<file path="config.mk">
export PLATFORM = sky130hd
export DESIGN_NAME = fmul_exception_pack
export DESIGN_NICKNAME = d
export VERILOG_FILES = /design/src/rtl/fmul_exception_pack.sv
export SDC_FILE = /design/constraint.sdc
export NUM_CORES = 1
export LEC_CHECK = 0
export ABC_CLOCK_PERIOD_IN_PS = 2000
export BUFFER_PORTS_ARGS = -buffer_cell sky130_fd_sc_hd__clkbuf_2
export CORE_ASPECT_RATIO = 0.9
export CORE_MARGIN = 4
export CORE_UTILIZATION = 40
export CTS_CLUSTER_SIZE = 16
export DETAILED_ROUTE_END_ITERATION = 10
export SLEW_MARGIN = 10
export SYNTH_ARGS = -nofsm -noshare
export SYNTH_HDL_FRONTEND = slang
export SYNTH_SLANG_ARGS = --single-unit
</file>
<file path="constraint.sdc">
create_clock -name iCLOCK -period 2 [get_ports iCLOCK]
set_input_delay 0.2 -clock iCLOCK [delete_from_list [all_inputs] [get_ports iCLOCK]]
set_output_delay 0.2 -clock iCLOCK [all_outputs]
set_load 0.005 [all_outputs]
</file>
<file path="src/rtl/fmul_exception_pack.sv">
// Final packing stage of a floating-point multiplier: resolves special-operand
// and range exceptions into an encoded result, queues it in a 2-entry in-order
// buffer with valid/busy handshake, and accumulates sticky exception flags.
module fmul_exception_pack #(
  parameter int unsigned P_EXP_W   = 11,
  parameter int unsigned P_FRACT_W = 24
) (
  input  logic                              iCLOCK,
  input  logic                              inRESET,
  input  logic                              iRESET_SYNC,
  input  logic                              iDATA_VALID,
  output logic                              oDATA_BUSY,
  input  logic                              iDATA_SIGN,
  input  logic [P_EXP_W+1:0]                iDATA_EXP,
  input  logic [P_FRACT_W:0]                iDATA_FRACT,
  input  logic [1:0]                        iDATA_A_CLASS,
  input  logic [1:0]                        iDATA_B_CLASS,
  output logic                              oDATA_VALID,
  input  logic                              iDATA_BUSY,
  output logic [P_EXP_W+P_FRACT_W:0]        oDATA,
  output logic [2:0]                        oDATA_FLAGS,
  input  logic                              iFLAG_CLEAR,
  output logic [2:0]                        oSTICKY_FLAGS
);

  localparam int unsigned W     = 1 + P_EXP_W + P_FRACT_W;
  localparam int unsigned ENT_W = W + 3;

  localparam logic [1:0] CLS_ZERO = 2'b01;
  localparam logic [1:0] CLS_INF  = 2'b10;
  localparam logic [1:0] CLS_NAN  = 2'b11;

  localparam logic [P_FRACT_W-1:0] NAN_FRACT = {1'b1, {(P_FRACT_W-1){1'b0}}};

  // Entry layout: {flags[2:0], sign, exp, fract}; flags = {invalid, overflow, underflow}
  logic [ENT_W-1:0] ent0_q, ent0_d;
  logic [ENT_W-1:0] ent1_q, ent1_d;
  logic [1:0]       count_q, count_d;
  logic             valid_q, valid_d;
  logic             busy_q, busy_d;
  logic [2:0]       sticky_q, sticky_d;

  logic [P_EXP_W-1:0]   res_exp;
  logic [P_FRACT_W-1:0] res_fract;
  logic [2:0]           res_flags;
  logic [ENT_W-1:0]     new_ent;
  logic                 push, pop;
  logic [1:0]           cnt_after_pop;

  // Exception resolution: first matching rule wins
  always_comb begin
    res_exp   = iDATA_EXP[P_EXP_W-1:0];
    res_fract = iDATA_FRACT[P_FRACT_W-1:0];
    res_flags = 3'b000;
    if (iDATA_A_CLASS == CLS_NAN || iDATA_B_CLASS == CLS_NAN) begin
      res_exp   = '1;
      res_fract = NAN_FRACT;
    end else if ((iDATA_A_CLASS == CLS_ZERO && iDATA_B_CLASS == CLS_INF) ||
                 (iDATA_A_CLASS == CLS_INF  && iDATA_B_CLASS == CLS_ZERO)) begin
      res_exp   = '1;
      res_fract = NAN_FRACT;
      res_flags = 3'b100;
    end else if (iDATA_A_CLASS == CLS_INF || iDATA_B_CLASS == CLS_INF) begin
      res_exp   = '1;
      res_fract = '0;
    end else if (iDATA_A_CLASS == CLS_ZERO || iDATA_B_CLASS == CLS_ZERO) begin
      res_exp   = '0;
      res_fract = '0;
    end else if (iDATA_EXP[P_EXP_W+1]) begin
      // Underflow wins over a simultaneous overflow indication
      res_exp   = '0;
      res_fract = '0;
      res_flags = 3'b001;
    end else if (iDATA_EXP[P_EXP_W]) begin
      res_exp   = '1;
      res_fract = '0;
      res_flags = 3'b010;
    end
    new_ent = {res_flags, iDATA_SIGN, res_exp, res_fract};
  end

  // Buffer/handshake next state; unoccupied slots are kept at zero so the
  // head register doubles as the zeroed output when the buffer is empty
  always_comb begin
    push          = iDATA_VALID && !busy_q;
    pop           = valid_q && !iDATA_BUSY;
    ent0_d        = ent0_q;
    ent1_d        = ent1_q;
    sticky_d      = sticky_q;
    cnt_after_pop = count_q - 2'(pop);
    if (pop) begin
      ent0_d = ent1_q;
      ent1_d = '0;
    end
    if (push) begin
      if (cnt_after_pop == 2'd0) ent0_d = new_ent;
      else                       ent1_d = new_ent;
    end
    count_d = cnt_after_pop + 2'(push);
    if (iFLAG_CLEAR)  sticky_d = push ? res_flags : 3'b000;
    else if (push)    sticky_d = sticky_q | res_flags;
    if (iRESET_SYNC) begin
      ent0_d   = '0;
      ent1_d   = '0;
      count_d  = 2'd0;
      sticky_d = 3'b000;
    end
    valid_d = (count_d != 2'd0);
    busy_d  = (count_d == 2'd2);
  end

  // State registers with asynchronous active-low reset
  always_ff @(posedge iCLOCK or negedge inRESET) begin
    if (!inRESET) begin
      ent0_q   <= '0;
      ent1_q   <= '0;
      count_q  <= 2'd0;
      valid_q  <= 1'b0;
      busy_q   <= 1'b0;
      sticky_q <= 3'b000;
    end else begin
      ent0_q   <= ent0_d;
      ent1_q   <= ent1_d;
      count_q  <= count_d;
      valid_q  <= valid_d;
      busy_q   <= busy_d;
      sticky_q <= sticky_d;
    end
  end

  assign oDATA_VALID   = valid_q;
  assign oDATA_BUSY    = busy_q;
  assign oDATA         = ent0_q[W-1:0];
  assign oDATA_FLAGS   = ent0_q[ENT_W-1:W];
  assign oSTICKY_FLAGS = sticky_q;

endmodule
</file>
==> results of run 1 <==
[registers in the layout, indices dropped and copies added (netlist names)]
register,count
ent0_q,39
ent1_q,39
oSTICKY_FLAGS,3
count_q,2
oDATA_BUSY,1
oDATA_VALID,1
[per-layer routing]
metal	track usage, %	up-vias	share of wire [%]
met3	4.082	21	3.7
met1	28.00	1833	46
met4	6.022	0	1.6
met2	31.48	91	48
met5	0	-	0
li1	-	1674	-
[stage by stage]
stage	instance area [um2]	instances	setup WS [ns]	util, %	hold slack, ns
2_1_floorplan	4061	397	0.002406	-	-0.09559
3_3_place_gp	4673	586	0.1513	47.76	0.2214
3_5_place_dp	4673	586	0.06917	47.76	0.2243
4_1_cts	5031	602	0.05316	51.42	0.1071
5_1_grt	5059	602	0.0004059	51.70	0.1369
6_report	5059	602	0.08634	51.70	0.1167
[area by class of cell]
| cell class | count | area (um2) |
|---|---|---|
| Clock buffer | 11 | 252.7 |
| Clock inverter | 4 | 95.09 |
| Fill cell | 945 | 4726 |
| Inverter | 8 | 30.03 |
| Multi-Input combinational cell | 258 | 1730 |
| Sequential cell | 85 | 2127 |
| Tap cell | 126 | 157.7 |
| Timing Repair Buffer | 110 | 665.6 |
[layout by cell type, fill, tap and decap left out, types with 7 or more instances in the layout]
master and count:
nand2_1 40, a221oi_1 39, nand3_1 49, o2111ai_1 11, buf_4 14, clkbuf_16 9, a221oi_2 7, dfrtp_1 85
mux2i_1 14, clkbuf_2 90, a21oi_1 30, o22ai_1 24
[power by group through the flow]
| stage | Combinational, uW | Clock [uW] | Sequential (uW) |
|---|---|---|---|
| finish | 2400 | 1940 | 2440 |
| global route | 2640 | 2040 | 2500 |
| CTS | 2390 | 1980 | 2440 |
| detailed placement | 2370 | 0 | 2470 |
| global placement | 2350 | 0 | 2450 |
| floorplan | 1400 | 0 | 2440 |
[kinds of logic (layout without fill, tap and decap cells)]
kind of cell / count (synthesis) / count (layout)
DFF: 85 / 85
buffers and inverters: 54 / 133
muxes: 14 / 14
adders and majority gates: 2 / 2
and+or+nand+nor: 116 / 116
xor gates and xnor gates: 1 / 1
AOI/OAI and AO/OA: 125 / 125
[critical path, delay by kind of cell (launching register included)]
kind / cells / cell delay [ns]
simple gates: 2 / 0.42
flops: 1 / 0.39
fa+ha+maj: 1 / 0.35
compound gates: 2 / 0.37
buf+inv: 2 / 0.28
[timing repair]
action	4_1_cts	5_1_grt
endpoints found under the hold margin	39	0
hold buffers	1	0
gates resized for setup	0	5
endpoints found under the setup margin	0	15
[final timing paths]
kind	slack [ns]	end	startpoint	cells after the start
max	0.09	ent0_q[11]$_DFF_PN0_	oDATA_VALID$_DFF_PN0_	7
max in group asynchronous	0.98	ent0_q[6]$_DFF_PN0_	inRESET	3
max reg2reg	0.09	ent0_q[11]$_DFF_PN0_	oDATA_VALID$_DFF_PN0_	7
min in group asynchronous	0.39	oSTICKY_FLAGS[0]$_DFFE_PN0P_	inRESET	2
min reg2reg	0.53	oSTICKY_FLAGS[2]$_DFFE_PN0P_	oSTICKY_FLAGS[2]$_DFFE_PN0P_	2
min	0.12	ent1_q[35]$_DFF_PN0_	iDATA_SIGN	3
==> qor.yml, run 1 <==
status: "completed"
synth-seq-cells: 85
setup_viol: 0
crit_chain: "nand2b_2 -> clkinv_1 -> ha_1 -> and4bb_2 -> buf_12 -> a21oi_1 -> a221oi_1"
finalCritPeriodShare_pct: 95.68
slew_viol_final: 0
tns_ns: 0
netlist_instances: 397
finalCriticalPeriod_ns: 1.914
synth_edf_count: 0
max-clock-path-buffers: 2
path_class: "register to register"
p_per_area_nw_per_um2: 1341
drt_iter0_drc: 219
syn_to_final_growth_pct: 24.59
clock_power_share_pct: 28.6
synth.most_common_cell: "dfrtp_1"
firstDrtPassIters: 6
synth_compound_area_share_pct: 22.84
grt_pass1_wl_um: 19180
synthMuxAreaShare_pct: 3.451
synth_fa_ha_area_share_pct: 0.6163
h-tree-depth: 3
wire_per_inst_um: 19.47
synthFlopType: "dfrtp_1"
core_um2: 9784
synth_top_area_share_pct: 52.39
syn_area_um2: 4060
cap_violations: 0
grt_max_degree: 65
fin_skew_ns: 0.006793
first_global_vias: 3758
root_buffer: "clkbuf_16"
place.port_buffers: 91
synth.net_count: 448
pwr-share-comb_pct: 35.4
max_slew_margin_pct: 52.81
net-switching-power_uw: 2294
clk_latency_ns: 0.34
synth_warnings: 0
crit_arrival_ns: 2.14
routabilityCongestion: 0.7350
cts_made_buffers: 9
cts_setup_buffers: 0
vdd_drop_max_v: 0.0007043
swShare_pct: 33.82
clkTransAtPathRegs_ns: 0.07
yosys-top-cells-area: "dfrtp_1, a221oi_1, nand3_1"
synth_top_family_by_area: "compound AO/OA/AOI/OAI gates"
synth-simple-area-share_pct: 14.27
remaining_drc_errors: 0
die_x_um: 114.2
grt_overflow: 0
max_freq_ghz: 0.5226
worstMarginPinSlew_ns: 0.7078
dieHeight_um: 103.6
required_ns: 2.23
total_power_uw: 6781
row_count: 34
num_io_pins: 93
syn-mean-instance-area_um2: 10.23
path_max_fanout: 24
cp-start-kind: "register"
synth_common_cells: "dfrtp_1, nand3_1, a221oi_1"
ant_nets: 0
hold_path_class: "input pin to register"
rsz0062_at_grt: "false"
synth_xor_xnor_area_share_pct: 0.5855
die_area_um2: 11830
worst_setup_path_end_kind: "register"
vias: 3619
ys_seq_area_share_pct: 52.39
internal_power_uw: 4488
sequentialPowerShare_pct: 35.9
clock-sinks: 85
num_antenna_cells: 0
vias_per_cell: 6.012
async_reset_ff_share_pct: 100.0
final_nets: 523
hold_viol: 0
leakagePower_uw: 0.002206
grt_antenna_before_repair: 0
wirelength_um: 11720
netlist.top_cell.by_area: "dfrtp_1"
drive_gt1_share_pct: 28.99
synth_cell_types: 34
globalRouteTotalUtil_pct: 20.05
start_util_pct: 41.50
cts_tree: "done"
dp_hpwl_um: 7138
slowest_delay_ns: 0.39
cp_slowest_cell: "dfrtp_1"
Note: power is estimated with default switching activity, not from simulation.
==> inputs of run 2 (changes only) <==
==> constraint.sdc (replaced) <==
create_clock -name iCLOCK -period 2 [get_ports iCLOCK]
set_input_delay 0.2 -clock iCLOCK [delete_from_list [all_inputs] [get_ports iCLOCK]]
set_output_delay 0.2 -clock iCLOCK [all_outputs]
set_load 0.02 [all_outputs]
==> qor.yml, run 2 (same netlist as run 1, synthesis figures left out) <==
dieHeight_um: 103.6
grt_antenna_before_repair: 0
wirelength_um: 11570
finalCritPeriodShare_pct: 93.31
vdd_drop_max_v: 0.001104
final_common_cell: "clkbuf_2"
grt_overflow: 0
start_util_pct: 41.50
cp-start-kind: "register"
path_class: "register to register"
die_x_um: 114.2
crit_arrival_ns: 2.10
cp_slowest_cell: "dfrtp_2"
place_inst: 586
drive_gt1_share_pct: 30.06
wire_per_inst_um: 19.12
ant_nets: 0
rsz0062_at_grt: "false"
worstMarginPinSlew_ns: 0.6887
slew_viol_final: 0
leakagePower_uw: 0.002206
place.port_buffers: 91
whs_ns: 0.1093
tns_ns: 0
num_io_pins: 93
vias: 3626
crit_chain: "nand2b_2 -> clkinv_1 -> ha_2 -> and4bb_4 -> buf_12 -> a21oi_1 -> a221oi_1"
fin_skew_ns: 0.006184
path_max_fanout: 20
dp_hpwl_um: 7172
grt_max_degree: 65
drt_iter0_drc: 212
cts_tree: "done"
slowest_delay_ns: 0.41
globalRouteTotalUtil_pct: 19.96
first_global_vias: 3684
finalCriticalPeriod_ns: 1.866
max-clock-path-buffers: 2
grt_pass1_wl_um: 19180
clk_latency_ns: 0.34
h-tree-depth: 3
hold_path_class: "input pin to register"
firstDrtPassIters: 4
cp_top_family: "flip-flops"
critPathBufInv: 2
syn_to_final_growth_pct: 24.47
routabilityCongestion: 0.7667
layout_common_cells: "clkbuf_2, dfrtp_1, nand3_1"
fill_cells: 917
setup_viol: 0
hold_viol: 0
status: "completed"
r2r_setup_slack_ns: 0.13
vias_per_cell: 5.993
worst_setup_path_end_kind: "register"
core_um2: 9784
clkTransAtPathRegs_ns: 0.07
die_area_um2: 11830
row_count: 34
final_nets: 525
cap_violations: 0
num_antenna_cells: 0
clock-sinks: 85
final_cells: 605
cts_made_buffers: 9
root_buffer: "clkbuf_16"
max_freq_ghz: 0.5359
remaining_drc_errors: 0
p_per_area_nw_per_um2: 1411
max_slew_margin_pct: 54.09
required_ns: 2.23
run 2: cell types whose count changed in the layout (fill, tap and decap cells not counted), sizes merged:
cell      before  now
bufinv         3    2
clkinv         2    3
clkinvlp       0    1
inv            7    8
buf           19   20
run 2: path summary, 6_finish.rpt:
kind,startpoint,endpoint,depth (start not counted)
worst max-delay path,oDATA_VALID$_DFF_PN0_,ent0_q[11]$_DFF_PN0_,7
worst min-delay path,iDATA_SIGN,ent1_q[35]$_DFF_PN0_,3
worst max register to register,oDATA_VALID$_DFF_PN0_,ent0_q[11]$_DFF_PN0_,7
min in group asynchronous,inRESET,oSTICKY_FLAGS[0]$_DFFE_PN0P_,2
worst min register to register,ent1_q[16]$_DFF_PN0_,ent0_q[16]$_DFF_PN0_,2
max in group asynchronous,inRESET,ent0_q[5]$_DFF_PN0_,3
run 2: report_power, final:
part	internal, uW	total, uW	switching, uW	leakage, uW
clock	1140	1850	717	0.000159
combinational	1070	2830	1760	0.000895
sequential	2170	2440	272	0.00115
run 2: routing by layer:
metal | vias up | global-route usage [%] | routed length [um] | part of all wire [%]
li1 | 1686 | - | - | -
met5 | - | 0 | 0 | 0
met2 | 113 | 29.56 | 5433 | 47
met4 | 0 | 6.616 | 175 | 1.5
met3 | 14 | 3.440 | 611 | 5.3
met1 | 1813 | 29.59 | 5345 | 46
run 2: final cells by class:
type / count / area, um2 / area share (%)
inverter: 8 / 30.03 / 0.5942
timing repair buffer: 112 / 660.6 / 13.07
tap: 126 / 157.7 / 3.120
clock inverter: 6 / 93.84 / 1.857
sequential: 85 / 2128 / 42.11
multi-input combinational: 258 / 1744 / 34.51
clock buffer: 10 / 239.0 / 4.729
run 2: tightest hold or removal path, delay by kind of cell:
kind,cells,cell delay [ns]
buf+inv,1,0.09
simple gates,1,0.06
compound gates,1,0.05
run 2: repair_timing:
action	in CTS	in global routing
gates resized for setup	0	8
hold buffers	1	0
setup endpoints to repair	0	28
hold endpoints to repair	42	0
buffers inserted	0	1
run 2: per-stage QoR:
stage          power, uW  util, %  area [um2]  setup slack, ns
2_1_floorplan       4251        -        4070          0.01508
3_3_place_gp        5116    47.42        4639           0.1657
3_5_place_dp        5158    47.42        4639           0.1152
4_1_cts             7031    50.92        4982           0.1020
5_1_grt             7553    51.65        5054          0.02619
6_report            7131    51.65        5054           0.1339
